[config.mk]
export PLATFORM = sky130hd
export DESIGN_NAME = fetch_unit
export DESIGN_NICKNAME = d
export VERILOG_FILES = /design/src/rtl/fetch_unit_pkg.sv /design/src/rtl/fetch_btb.sv /design/src/rtl/fetch_unit.sv
export SDC_FILE = /design/constraint.sdc
export NUM_CORES = 1
export LEC_CHECK = 0
export CAP_MARGIN = 20
export CORE_ASPECT_RATIO = 0.9
export CORE_MARGIN = 8
export CORE_UTILIZATION = 35
export DETAILED_ROUTE_END_ITERATION = 12
export GPL_TIMING_DRIVEN = 0
export SKIP_CTS_REPAIR_TIMING = 1
export SLEW_MARGIN = 40
export SYNTH_ARGS = -nofsm -noshare
export SYNTH_HDL_FRONTEND = slang
export SYNTH_SLANG_ARGS = --single-unit
[constraint.sdc]
create_clock -name clk -period 2.94 [get_ports clk]
set_clock_uncertainty 0.15 [all_clocks]
set_input_delay 0.588 -clock clk [delete_from_list [all_inputs] [get_ports clk]]
set_output_delay 0.588 -clock clk [all_outputs]
set_load 0.02 [all_outputs]
[src/rtl/fetch_unit_pkg.sv]
`default_nettype none
// ============================================================================
// Module   : fetch_unit_pkg
// Purpose  : Shared fetch-stage encodings: FSM states, bubble word, BTB counters.
// Revision : 1.0
// ============================================================================
package fetch_unit_pkg;

  typedef enum logic [1:0] {
    S_FETCH = 2'd0,
    S_HOLD  = 2'd1,
    S_DROP  = 2'd2,
    S_HALT  = 2'd3
  } state_t;

  localparam logic [15:0] BUBBLE_INST = 16'h0000;

  localparam logic [1:0] SNT = 2'd0;
  localparam logic [1:0] WNT = 2'd1;
  localparam logic [1:0] WT  = 2'd2;
  localparam logic [1:0] ST  = 2'd3;

endpackage
`default_nettype wire

[src/rtl/fetch_btb.sv]
`default_nettype none
// ============================================================================
// Module   : fetch_btb
// Purpose  : Direct-mapped branch target buffer with 2-bit counters.
// Revision : 1.0
// ============================================================================
module fetch_btb
  import fetch_unit_pkg::*;
#(
  parameter int WORD_SIZE = 16,
  parameter int IDX_BITS  = 2
) (
  input  logic                 clk,
  input  logic                 reset_n,
  input  logic [WORD_SIZE-1:0] lookup_pc,
  output logic                 pred_taken,
  output logic [WORD_SIZE-1:0] pred_target,
  input  logic                 upd_en,
  input  logic [WORD_SIZE-1:0] upd_pc,
  input  logic                 upd_taken,
  input  logic [WORD_SIZE-1:0] upd_target
);

  localparam int ENTRIES = 1 << IDX_BITS;
  localparam int TAG_W   = WORD_SIZE - IDX_BITS;

  logic [ENTRIES-1:0]   r_valid;
  logic [TAG_W-1:0]     r_tag    [ENTRIES];
  logic [WORD_SIZE-1:0] r_target [ENTRIES];
  logic [1:0]           r_ctr    [ENTRIES];

  logic [IDX_BITS-1:0] w_l_idx;
  logic [IDX_BITS-1:0] w_u_idx;
  logic                w_l_hit;
  logic                w_u_hit;

  assign w_l_idx     = lookup_pc[IDX_BITS-1:0];
  assign w_u_idx     = upd_pc[IDX_BITS-1:0];
  assign w_l_hit     = r_valid[w_l_idx] && (r_tag[w_l_idx] == lookup_pc[WORD_SIZE-1:IDX_BITS]);
  assign w_u_hit     = r_valid[w_u_idx] && (r_tag[w_u_idx] == upd_pc[WORD_SIZE-1:IDX_BITS]);
  assign pred_taken  = w_l_hit && r_ctr[w_l_idx][1];
  assign pred_target = r_target[w_l_idx];

  always_ff @(posedge clk or negedge reset_n) begin
    if (!reset_n) begin
      r_valid <= '0;
    end else if (upd_en && !w_u_hit && upd_taken) begin
      r_valid[w_u_idx] <= 1'b1;
    end
  end

  // Payload storage needs no reset: entries are ignored until their valid bit is set.
  always_ff @(posedge clk) begin
    if (upd_en) begin
      if (w_u_hit) begin
        r_target[w_u_idx] <= upd_target;
        if (upd_taken && r_ctr[w_u_idx] != ST) begin
          r_ctr[w_u_idx] <= r_ctr[w_u_idx] + 2'd1;
        end else if (!upd_taken && r_ctr[w_u_idx] != SNT) begin
          r_ctr[w_u_idx] <= r_ctr[w_u_idx] - 2'd1;
        end
      end else if (upd_taken) begin
        r_tag[w_u_idx]    <= upd_pc[WORD_SIZE-1:IDX_BITS];
        r_target[w_u_idx] <= upd_target;
        r_ctr[w_u_idx]    <= WT;
      end
    end
  end

endmodule
`default_nettype wire

[src/rtl/fetch_unit.sv]
`default_nettype none
// ============================================================================
// Module   : fetch_unit
// Purpose  : IF stage: PC, imem read/ready handshake, IF/ID latch, stall/flush/halt.
//            Define FETCH_BTB_EN to enable BTB-based next-PC prediction.
// Revision : 1.0
// ============================================================================
module fetch_unit
  import fetch_unit_pkg::*;
#(
  parameter int                   WORD_SIZE    = 16,
  parameter logic [WORD_SIZE-1:0] RESET_PC     = '0,
  parameter int                   BTB_IDX_BITS = 2
) (
  input  logic                 clk,
  input  logic                 reset_n,
  output logic                 imem_read,
  output logic [WORD_SIZE-1:0] imem_addr,
  input  logic [WORD_SIZE-1:0] imem_data,
  input  logic                 imem_ready,
  input  logic                 stall,
  input  logic                 flush,
  input  logic [WORD_SIZE-1:0] redirect_pc,
  input  logic                 halt,
  input  logic                 ex_update,
  input  logic [WORD_SIZE-1:0] ex_pc,
  input  logic                 ex_taken,
  input  logic [WORD_SIZE-1:0] ex_target,
  output logic                 if_valid,
  output logic [WORD_SIZE-1:0] if_inst,
  output logic [WORD_SIZE-1:0] if_pc,
  output logic [WORD_SIZE-1:0] if_pred_pc,
  output logic [15:0]          num_fetched
);

  localparam logic [WORD_SIZE-1:0] BUBBLE = WORD_SIZE'(BUBBLE_INST);

  state_t               r_state, w_state;
  logic                 r_run;
  logic [WORD_SIZE-1:0] r_pc, w_pc, r_drop_addr, w_drop_addr;
  logic [WORD_SIZE-1:0] r_h_inst, w_h_inst, r_h_pc, w_h_pc, r_h_pred, w_h_pred;
  logic                 r_valid, w_valid;
  logic [WORD_SIZE-1:0] r_inst, w_inst, r_if_pc, w_if_pc, r_pred, w_pred;
  logic [15:0]          r_num, w_num;
  logic [WORD_SIZE-1:0] w_next_pc;
  logic                 w_read, w_ready;
  logic [WORD_SIZE-1:0] w_addr;

`ifdef FETCH_BTB_EN
  logic                 w_btb_taken;
  logic [WORD_SIZE-1:0] w_btb_target;

  fetch_btb #(
    .WORD_SIZE (WORD_SIZE),
    .IDX_BITS  (BTB_IDX_BITS)
  ) u_btb (
    .clk         (clk),
    .reset_n     (reset_n),
    .lookup_pc   (r_pc),
    .pred_taken  (w_btb_taken),
    .pred_target (w_btb_target),
    .upd_en      (ex_update),
    .upd_pc      (ex_pc),
    .upd_taken   (ex_taken),
    .upd_target  (ex_target)
  );

  assign w_next_pc = w_btb_taken ? w_btb_target : r_pc + WORD_SIZE'(1);
`else
  logic w_unused_ex;
  assign w_unused_ex = ^{ex_update, ex_pc, ex_taken, ex_target, (BTB_IDX_BITS > 0)};
  assign w_next_pc   = r_pc + WORD_SIZE'(1);
`endif

  // The request is held back for one cycle after reset release.
  assign w_read  = r_run && (r_state == S_FETCH || r_state == S_DROP);
  assign w_addr  = (r_state == S_DROP) ? r_drop_addr : r_pc;
  assign w_ready = imem_ready && w_read;

  assign imem_read   = w_read;
  assign imem_addr   = w_addr;
  assign if_valid    = r_valid;
  assign if_inst     = r_inst;
  assign if_pc       = r_if_pc;
  assign if_pred_pc  = r_pred;
  assign num_fetched = r_num;

  always_comb begin
    w_state     = r_state;
    w_pc        = r_pc;
    w_drop_addr = r_drop_addr;
    w_h_inst    = r_h_inst;
    w_h_pc      = r_h_pc;
    w_h_pred    = r_h_pred;
    w_valid     = r_valid;
    w_inst      = r_inst;
    w_if_pc     = r_if_pc;
    w_pred      = r_pred;
    w_num       = r_num;
    if (flush) begin
      w_pc     = redirect_pc;
      w_valid  = 1'b0;
      w_inst   = BUBBLE;
      w_h_inst = '0;
      w_h_pc   = '0;
      w_h_pred = '0;
      // A read still in flight must be drained before the new address is issued.
      if (w_read && !imem_ready) begin
        w_state     = S_DROP;
        w_drop_addr = w_addr;
      end else begin
        w_state = S_FETCH;
      end
    end else if (halt) begin
      w_state  = S_HALT;
      w_valid  = 1'b0;
      w_inst   = BUBBLE;
      w_h_inst = '0;
      w_h_pc   = '0;
      w_h_pred = '0;
    end else begin
      case (r_state)
        S_FETCH: begin
          if (w_ready) begin
            w_pc = w_next_pc;
            if (stall) begin
              w_h_inst = imem_data;
              w_h_pc   = r_pc;
              w_h_pred = w_next_pc;
              w_state  = S_HOLD;
            end else begin
              w_valid = 1'b1;
              w_inst  = imem_data;
              w_if_pc = r_pc;
              w_pred  = w_next_pc;
              w_num   = r_num + 16'd1;
            end
          end else if (!stall) begin
            w_valid = 1'b0;
            w_inst  = BUBBLE;
          end
        end
        S_HOLD: begin
          if (!stall) begin
            w_valid = 1'b1;
            w_inst  = r_h_inst;
            w_if_pc = r_h_pc;
            w_pred  = r_h_pred;
            w_num   = r_num + 16'd1;
            w_state = S_FETCH;
          end
        end
        S_DROP: begin
          w_valid = 1'b0;
          w_inst  = BUBBLE;
          if (w_ready) w_state = S_FETCH;
        end
        default: begin
          w_valid = 1'b0;
          w_inst  = BUBBLE;
        end
      endcase
    end
  end

  always_ff @(posedge clk or negedge reset_n) begin
    if (!reset_n) begin
      r_state     <= S_FETCH;
      r_run       <= 1'b0;
      r_pc        <= RESET_PC;
      r_drop_addr <= '0;
      r_h_inst    <= '0;
      r_h_pc      <= '0;
      r_h_pred    <= '0;
      r_valid     <= 1'b0;
      r_inst      <= BUBBLE;
      r_if_pc     <= '0;
      r_pred      <= '0;
      r_num       <= '0;
    end else begin
      r_state     <= w_state;
      r_run       <= 1'b1;
      r_pc        <= w_pc;
      r_drop_addr <= w_drop_addr;
      r_h_inst    <= w_h_inst;
      r_h_pc      <= w_h_pc;
      r_h_pred    <= w_h_pred;
      r_valid     <= w_valid;
      r_inst      <= w_inst;
      r_if_pc     <= w_if_pc;
      r_pred      <= w_pred;
      r_num       <= w_num;
    end
  end

endmodule
`default_nettype wire

==> metrics.txt, run 1 <==
initial antenna violation count=0; diode count=0; CTS Buffer Depth=2; Hold Path Origin=r_h_pred[6]; Primary FF master, synth=dfrtp_1; Final period util=0.9553; asr flop ratio synth=1.000; Setup CP Type=register to primary output; final net count=864; GRT busiest layer=met2; cells after synthesis=647; CP max stage delay=between 0.3 and 0.4 ns; Post-synth EDFFs=0; GR Layer Usage met3=0.04525; gpl congestion=0.7900; RSZ-0062 raised after global routing=no; DR vias=5480; crit end category=primary output; Final min period=between 2 and 3 ns; most frequent CP cell=buf_4; Die Y=148.8 um; synth unique cells=51; Max Fclk=0.3561 GHz; commonest non-fill, non-tap cells in the layout=dfrtp_1, clkdlybuf4s50_1, nand2_1; cells along the critical path=inv_1, ha_1, buf_4, buf_4, mux2_2, dlymetal6s2s_1; Clock Pin Slew Worst Setup and Hold Paths=roughly 0.06 ns; Buf/Inv on CP=4; Synth area leader=dfrtp_1; Mapped Nets=approximately 720; Finished Layout Cells=roughly 1100; Core Util, Final=0.4704; Leakage=about 4.0 nW; GRT Util Overall=0.1621; delay-heaviest family, CP=buffers and inverters; CP arrival=about 2.1 ns; TritonRoute pass-1 iters=5; Pins Over Slew Limit=0; first-pass GRT wire length=about 30000 um; die area=about 24000 um2; leading post-synthesis cells by cell area=dfrtp_1, mux2_2, nand2_1; wire per inst=about 18 um; Slew @ Worst Pin=approximately 0.74 ns; MaxCap Viol Count=0; Cell Rows=between 40 and 50; Critical R2R Capture=if_inst[7]; DRC=0; Synth Warn #=0; count of state elements after synthesis=approximately 150; initial core utilization=0.3571; hold path endpoint=r_h_pred[6]; CTS tree=done; cell area power density=just over 700 nW/um2; top cell type's share of synthesized area=0.5397; # fillers=1844; Antenna Nets Post-Route=0; H-tree levels=4; crit-path max FO=10; CTS buffer count=17; Rel. slew slack=0.5064; Die Wd=approximately 160 um; worst-skew pair later-pin latency=approximately 0.42 ns; commonest non-fill, non-tap cell in the layout=dfrtp_1; final HPWL from detailed placement=14130 um; status=finished, final reports clean; r2r setup slk=roughly 0.31 ns; PortBufs=118; met1 Use GR=0.2291; Hold Path Depth=2; Num Clock Sinks=approximately 150; worst path required time=around 2.2 ns; via/cell ratio=5.219; IO Count=154; final setup fails=0; Routed WL=19370 um; largest net degree at the start of global routing=65; origin of the critical flop-to-flop path=r_state[1]; M2 GR Usage=0.2399; Critical Path Start Type=register; maximum vdd drop=roughly 0.41 mV; Mapped Avg Cell Area=roughly 11 um2; Post-Synthesis Cell Area=6863 um2; Layout Area Growth over Synthesis=31.72%; register area share after synthesis=0.5397; Placeable Area=just under 20000 um2; Min-Delay Path Class=register to register; Worst R2R Path Depth=8; CTS root buf=clkbuf_16; Hold Violations, Final=0; critical path's slowest cell=dfrtp_1; Initial DRC Count=352; Overflow after GRT=0; vias in the first global route=5521; Inst Count DP=between 1000 and 1500; fraction of layout instances using a drive strength above 1=0.1225; Hold Slack=between 0.3 and 0.4 ns
-- tightest hold or removal path: cells and delay by family (launching register included) --
| kind | cells | cell delay [ns] |
|---|---|---|
| and+or+nand+nor | 2 | 0.10 |
| DFF | 1 | 0.34 |
-- power breakdown --
part           internal, mW  leakage, nW  switching [mW]
registers              2.38         1.96           0.210
clock network          1.23        0.274           0.837
logic                 0.808         1.74           0.944
-- through the flow --
stage / TNS, ns / instance area [um2] / total power [mW] / setup WS [ns]
final: 0 / 9040 / 6.409 / 0.1316
after global routing: 0 / 9040 / 6.738 / 0.01206
after CTS: -8.877 / 8974 / 6.488 / -0.7919
after detailed placement: -10.40 / 8417 / 4.407 / -0.3373
after global placement: -763.51 / 8357 / 4.372 / -5.102
after floorplan: 0 / 6863 / 3.528 / 0.5010
-- logic make-up (layout without fill, tap and decap cells) --
logic type / Yosys count / after routing / synth area share
AOI/OAI and AO/OA: 154 / 154 / 0.1484
xor gates and xnor gates: 36 / 36 / 0.04594
adders and majority gates: 5 / 5 / 0.009116
buffers and inverters: 63 / 216 / 0.04066
DFF: 148 / 148 / 0.5397
muxes: 51 / 51 / 0.08004
other: 1 / 1 / 0.0005464
and+or+nand+nor: 189 / 189 / 0.1356
-- state kept, by name, indices dropped and copies added, names as in the netlist, 2 cells and up --
name / count
num_fetched: 16
r_h_pc: 16
r_state: 2
r_h_inst: 16
if_pc: 16
if_pred_pc: 16
r_h_pred: 16
r_pc: 16
if_inst: 16
r_drop_addr: 16
-- cell type report --
cell class                      instances  area (um2)  share of cell area
Timing Repair Buffer                  121        1291              0.1428
Clock inverter                          8       75.07            0.008304
Sequential cell                       148        3704              0.4097
Multi-Input combinational cell        436        2889              0.3196
Inverter                                8       30.03            0.003322
Clock buffer                           24       481.7             0.05329
Buffer                                 55       256.5             0.02837
Tap cell                              250       312.8             0.03460
-- worst max-delay path by stage --
| stage | start | to | cells after the start |
|---|---|---|---|
| finish | r_state[0] | imem_addr[9] | 6 |
| global route | r_state[0] | imem_addr[13] | 6 |
| CTS | r_state[0] | imem_addr[9] | 6 |
| detailed placement | r_state[0] | imem_addr[9] | 6 |
| global placement | reset_n | if_inst[1] | 1 |
| floorplan | r_state[0] | imem_addr[10] | 5 |
-- metal layers --
layer,routed length [um],part of all wire
met1,9393,0.48
met3,1188,0.061
met5,0,0
met4,205,0.011
met2,8583,0.44
-- Yosys cell counts, types with 8 or more instances --
cell      instances
mux2i_1          20
dfrtp_1         148
nor2_1           13
xnor2_1          28
a22o_1           33
nand2_1          91
inv_1             8
nand3_1          28
xor2_1            8
mux2_2           31
o21ai_0          68
nor3_1           10
buf_2            21
nor4_1            8
a22oi_1          16
and3_1            8
o211ai_1          8
clkbuf_1         24
Note: power is estimated with default switching activity, not from simulation.
==> run 2: changes to the inputs <==
--- a/constraint.sdc
+++ b/constraint.sdc
@@ -3,3 +3,3 @@
 set_input_delay 0.588 -clock clk [delete_from_list [all_inputs] [get_ports clk]]
 set_output_delay 0.588 -clock clk [all_outputs]
-set_load 0.02 [all_outputs]
+set_load 0.005 [all_outputs]
==> metrics.txt, run 2 (synthesis results as in run 1) <==
Core Util, Final=0.4711 (+0.0007160); Layout Area Growth over Synthesis=31.92%; Final min period=2.869 ns (+0.06041 ns); gpl congestion=0.7900 (unchanged); Critical Path Start Type=register; DRC=0 (unchanged); H-tree levels=4 (unchanged); Slew @ Worst Pin=0.7302 ns (-0.01023 ns); # fillers=1844 (unchanged); Die Y=148.8 um (unchanged); Antenna Nets Post-Route=0 (unchanged); Routed WL=19390 um (+0.12%); via/cell ratio=5.207 (-0.22%); crit-path max FO=10 (unchanged); Rel. slew slack=0.5132 (+0.006823); Max Fclk=0.3486 GHz (-2.1%); worst-skew pair later-pin latency=0.42 ns (about the same); cell area power density=678.0 nW/um2 (-4.4%); Clock Pin Slew Worst Setup and Hold Paths=0.06 ns (about the same); CTS tree=done; fraction of layout instances using a drive strength above 1=0.1273 (+0.004841); Pins Over Slew Limit=0 (unchanged); initial antenna violation count=0 (unchanged); first-pass GRT wire length=30910 um (unchanged); die area=24350 um2 (unchanged); Setup WS post-layout=0.07115 ns (-0.06041 ns); Critical Path Source=r_state[0]; final setup fails=0 (unchanged); maximum vdd drop=0.4130 mV (-0.46%); cells along the critical path=inv_2, ha_2, buf_8, buf_8, mux2_2, clkdlybuf4s50_1; Initial DRC Count=385 (+9.4%); largest net degree at the start of global routing=65 (unchanged); Num Clock Sinks=148 (unchanged); Die Wd=163.6 um (unchanged); DR vias=5473 (-0.13%); critical path's slowest cell=clkdlybuf4s50_1; PortBufs=118 (unchanged); vias in the first global route=5521 (unchanged); origin of the critical flop-to-flop path=r_state[1]; Min-Delay Path Class=register to register; pre-CTS setup slack=-0.2453 ns (+0.09207 ns); crit end category=primary output; final HPWL from detailed placement=14130 um (unchanged); Final period util=0.9758 (+0.02055); commonest non-fill, non-tap cells in the layout=dfrtp_1, clkdlybuf4s50_1, nand2_1; Hold Violations, Final=0 (unchanged); Overflow after GRT=0 (unchanged); wire per inst=18.45 um (about the same); MaxCap Viol Count=0 (unchanged); CTS root buf=clkbuf_16; TritonRoute pass-1 iters=4 (-1); CTS buffer count=17 (unchanged); GRT Util Overall=0.1621 (unchanged); worst path required time=2.20 ns (about the same); Cell Rows=48 (unchanged); initial core utilization=0.3571 (unchanged); CP max stage delay=0.46 ns (+0.08 ns); delay-heaviest family, CP=buffers and inverters; Placeable Area=19220 um2 (unchanged); status=finished, final reports clean; IO Count=154 (unchanged); Setup CP Type=register to primary output; Buf/Inv on CP=4 (unchanged); commonest non-fill, non-tap cell in the layout=dfrtp_1; Leakage=3.863 nW (-2.6%); diode count=0 (unchanged); final net count=865 (+0.12%); most frequent CP cell=buf_8; CP arrival=2.13 ns (+0.06 ns); CTS Buffer Depth=2 (unchanged); Hold Path Origin=r_h_pred[6]
-- run 2: cell types whose count changed in the layout (fill, tap and decap cells not counted), sizes merged --
cell / previous run / this run
buf: 34 / 36
clkbuf: 48 / 47
clkdlybuf4s50: 101 / 112
dlymetal6s2s: 16 / 5
-- run 2: path summary, 6_finish.rpt --
check / to / slack (ns) / cells after the start
min in group asynchronous: if_pc[4] / 0.47 / 2
max reg2reg: if_inst[7] / 0.32 / 8
max: imem_addr[8] / 0.07 / 6
min: r_h_pred[6] / 0.32 / 2
max in group asynchronous: r_h_inst[2] / 1.55 / 3
min reg2reg: r_h_pred[6] / 0.32 / 2
-- run 2: per-stage QoR --
step	total power, mW	hold WS (ns)	cells	instance area [um2]	TNS [ns]
floorplan	3.229	0.1424	647	6863	0
global placement	4.072	0.2987	1015	8357	-762.76
detailed placement	4.108	0.3060	1017	8417	-9.643
CTS	6.188	-0.1291	1049	8974	-7.405
global route	6.466	0.3368	1051	9054	-0.008823
finish	6.138	0.3222	1051	9054	0
-- run 2: report_power, final --
| part | internal, mW | leakage, nW | switching [mW] |
|---|---|---|---|
| registers | 2.38 | 1.96 | 0.213 |
| logic | 0.823 | 1.63 | 0.650 |
| clock network | 1.23 | 0.274 | 0.842 |
-- run 2: metal layers --
layer | track usage | part of all wire | vias to the layer above
li1 | - | - | 2596
met1 | 0.2291 | 0.48 | 2715
met2 | 0.2399 | 0.44 | 149
met3 | 0.04525 | 0.066 | 13
met4 | 0.04133 | 0.0095 | 0
met5 | 0 | 0 | -
-- run 2: cell type report --
class                           instances  area [um2]  area share
Clock buffer                           24       481.7     0.05321
Sequential cell                       148        3704      0.4091
Multi-Input combinational cell        436        2892      0.3194
Timing Repair Buffer                  123        1291      0.1426
Buffer                                 54       267.8     0.02957
Clock inverter                          8       75.07    0.008292
Inverter                                8       30.03    0.003317
Tap cell                              250       312.8     0.03455
-- run 2: worst reg2reg max path: stages (launching register included) --
cell	delay [ns]
dfrtp_1	0.38
inv_1	0.08
ha_1	0.17
buf_2	0.16
o21bai_1	0.51
or2_2	0.21
clkbuf_1	0.27
clkbuf_1	0.37
o21ai_0	0.18
==> run 3: changes to the inputs <==
- PLACE_DENSITY: default -> 0.7
==> metrics.txt, run 3 (synthesis results as in run 1) <==
vias in the first global route=5569 (+0.87%); cell area power density=710.0 nW/um2 (+4.7%); Overflow after GRT=0 (unchanged); Initial DRC Count=372 (-3.4%); TritonRoute pass-1 iters=5 (+1); Hold Path Origin=r_h_pred[5]; final net count=863 (-0.23%); CTS Buffer Depth=2 (unchanged); Layout Area Growth over Synthesis=33.04%; fraction of layout instances using a drive strength above 1=0.1289 (+0.001570); gpl congestion=0.8260 (+4.6%); Rel. slew slack=0.4943 (-0.01891); final setup fails=0 (unchanged); Die Wd=163.6 um (unchanged); DR vias=5554 (+1.5%); Finished Layout Cells=1049 (-0.19%); Critical Path Source=r_state[0]; Inst Count DP=1017 (unchanged); initial antenna violation count=0 (unchanged); Slew @ Worst Pin=0.7585 ns (+0.02837 ns); commonest non-fill, non-tap cells in the layout=dfrtp_1, clkdlybuf4s50_1, nand2_1; diode count=0 (unchanged); worst-skew pair later-pin latency=0.42 ns (about the same); wire per inst=18.09 um (-1.9%); Pins Over Slew Limit=0 (unchanged); die area=24350 um2 (unchanged); PortBufs=118 (unchanged); IO Count=154 (unchanged); final setup TNS=0 ns (unchanged); Clock Pin Slew Worst Setup and Hold Paths=0.06 ns (about the same); H-tree levels=4 (unchanged); Cell Rows=48 (unchanged); Placeable Area=19220 um2 (unchanged); origin of the critical flop-to-flop path=r_state[1]; GRT Util Overall=0.1592 (-0.002837); Final period util=0.9556 (-0.02023); maximum vdd drop=0.3209 mV (-22%); largest net degree at the start of global routing=73 (+12%); crit end category=primary output; Critical Path Start Type=register; Antenna Nets Post-Route=0 (unchanged); commonest non-fill, non-tap cell in the layout=dfrtp_1; final HPWL from detailed placement=13860 um (-1.9%); Hold Slack=0.3131 ns (-0.009142 ns); MaxCap Viol Count=0 (unchanged); CTS root buf=clkbuf_16; Setup CP Type=register to primary output; Final min period=2.809 ns (-0.05949 ns); Placed Area=8417 um2 (unchanged); Routed WL=18980 um (-2.1%); initial core utilization=0.3571 (unchanged); Die Y=148.8 um (unchanged); RSZ-0062 raised after global routing=no; Power Total=6.482 mW (+5.6%); Min-Delay Path Class=register to register; crit-path max FO=10 (unchanged); DRC=0 (unchanged); first-pass GRT wire length=30600 um (-1.0%); CTS tree=done; Leakage=3.922 nW (+1.5%); CTS buffer count=17 (unchanged); Num Clock Sinks=148 (unchanged); Max Fclk=0.3560 GHz (+2.1%); via/cell ratio=5.295 (+1.7%); status=finished, final reports clean; worst path required time=2.20 ns (about the same); Final Cell Area=9130 um2 (+0.84%); CP arrival=2.07 ns (-0.06 ns); Hold Violations, Final=0 (unchanged)
[run 3: changes by cell type in the layout (fill, tap and decap cells not counted), moves of 3 or more]
cell,delta
bufinv_16,+3
clkinv_2,-3
dlymetal6s2s_1,+3
clkbuf_1,-3
clkdlybuf4s50_1,-3
clkbuf_8,+4
[run 3: through the flow]
| step | setup slack, ns | utilization |
|---|---|---|
| after global routing | 0.03459 | 0.4751 |
| after CTS | -0.7025 | 0.4726 |
| after detailed placement | -0.2275 | 0.4380 |
| after floorplan | 0.5496 | - |
| after global placement | -5.082 | 0.4348 |
| final | 0.1306 | 0.4751 |
[run 3: final timing paths]
path	endpoint	slack, ns	cells past startpoint
max	imem_addr[15]	0.13	5
min	r_h_pred[5]	0.31	2
max reg2reg	r_drop_addr[10]	0.32	7
min reg2reg	r_h_pred[5]	0.31	2
max in group asynchronous	r_pc[7]	1.29	4
min in group asynchronous	if_pc[9]	0.43	2
[run 3: critical path: stages (launching register included)]
cell and delay [ns]:
dfrtp_1 0.40, inv_2 0.08, ha_2 0.20, buf_8 0.15, mux2_2 0.35, clkdlybuf4s50_1 0.46
[run 3: where the power goes]
part	switching, mW	internal [mW]	leakage (nW)
clock	0.847	1.58	0.322
combinational	0.660	0.811	1.65
sequential	0.206	2.38	1.96
total	1.71	4.77	3.92
[run 3: final cells by class]
type | instances | area (um2)
Inverter | 8 | 30.03
Multi-Input combinational cell | 436 | 2883
Clock buffer | 25 | 525.5
Clock inverter | 7 | 140.1
Sequential cell | 148 | 3704
Buffer | 54 | 264.0
Timing Repair Buffer | 121 | 1271
Tap cell | 250 | 312.8
Fill cell | 1778 | 10090
[run 3: per-layer routing]
layer  vias up  wire length [um]  track usage
met3        32              1301      0.04719
li1       2590                 -            -
met4         0               516      0.06358
met1      2774              8752       0.2179
met2       158              8409       0.2316
met5         -                 0            0
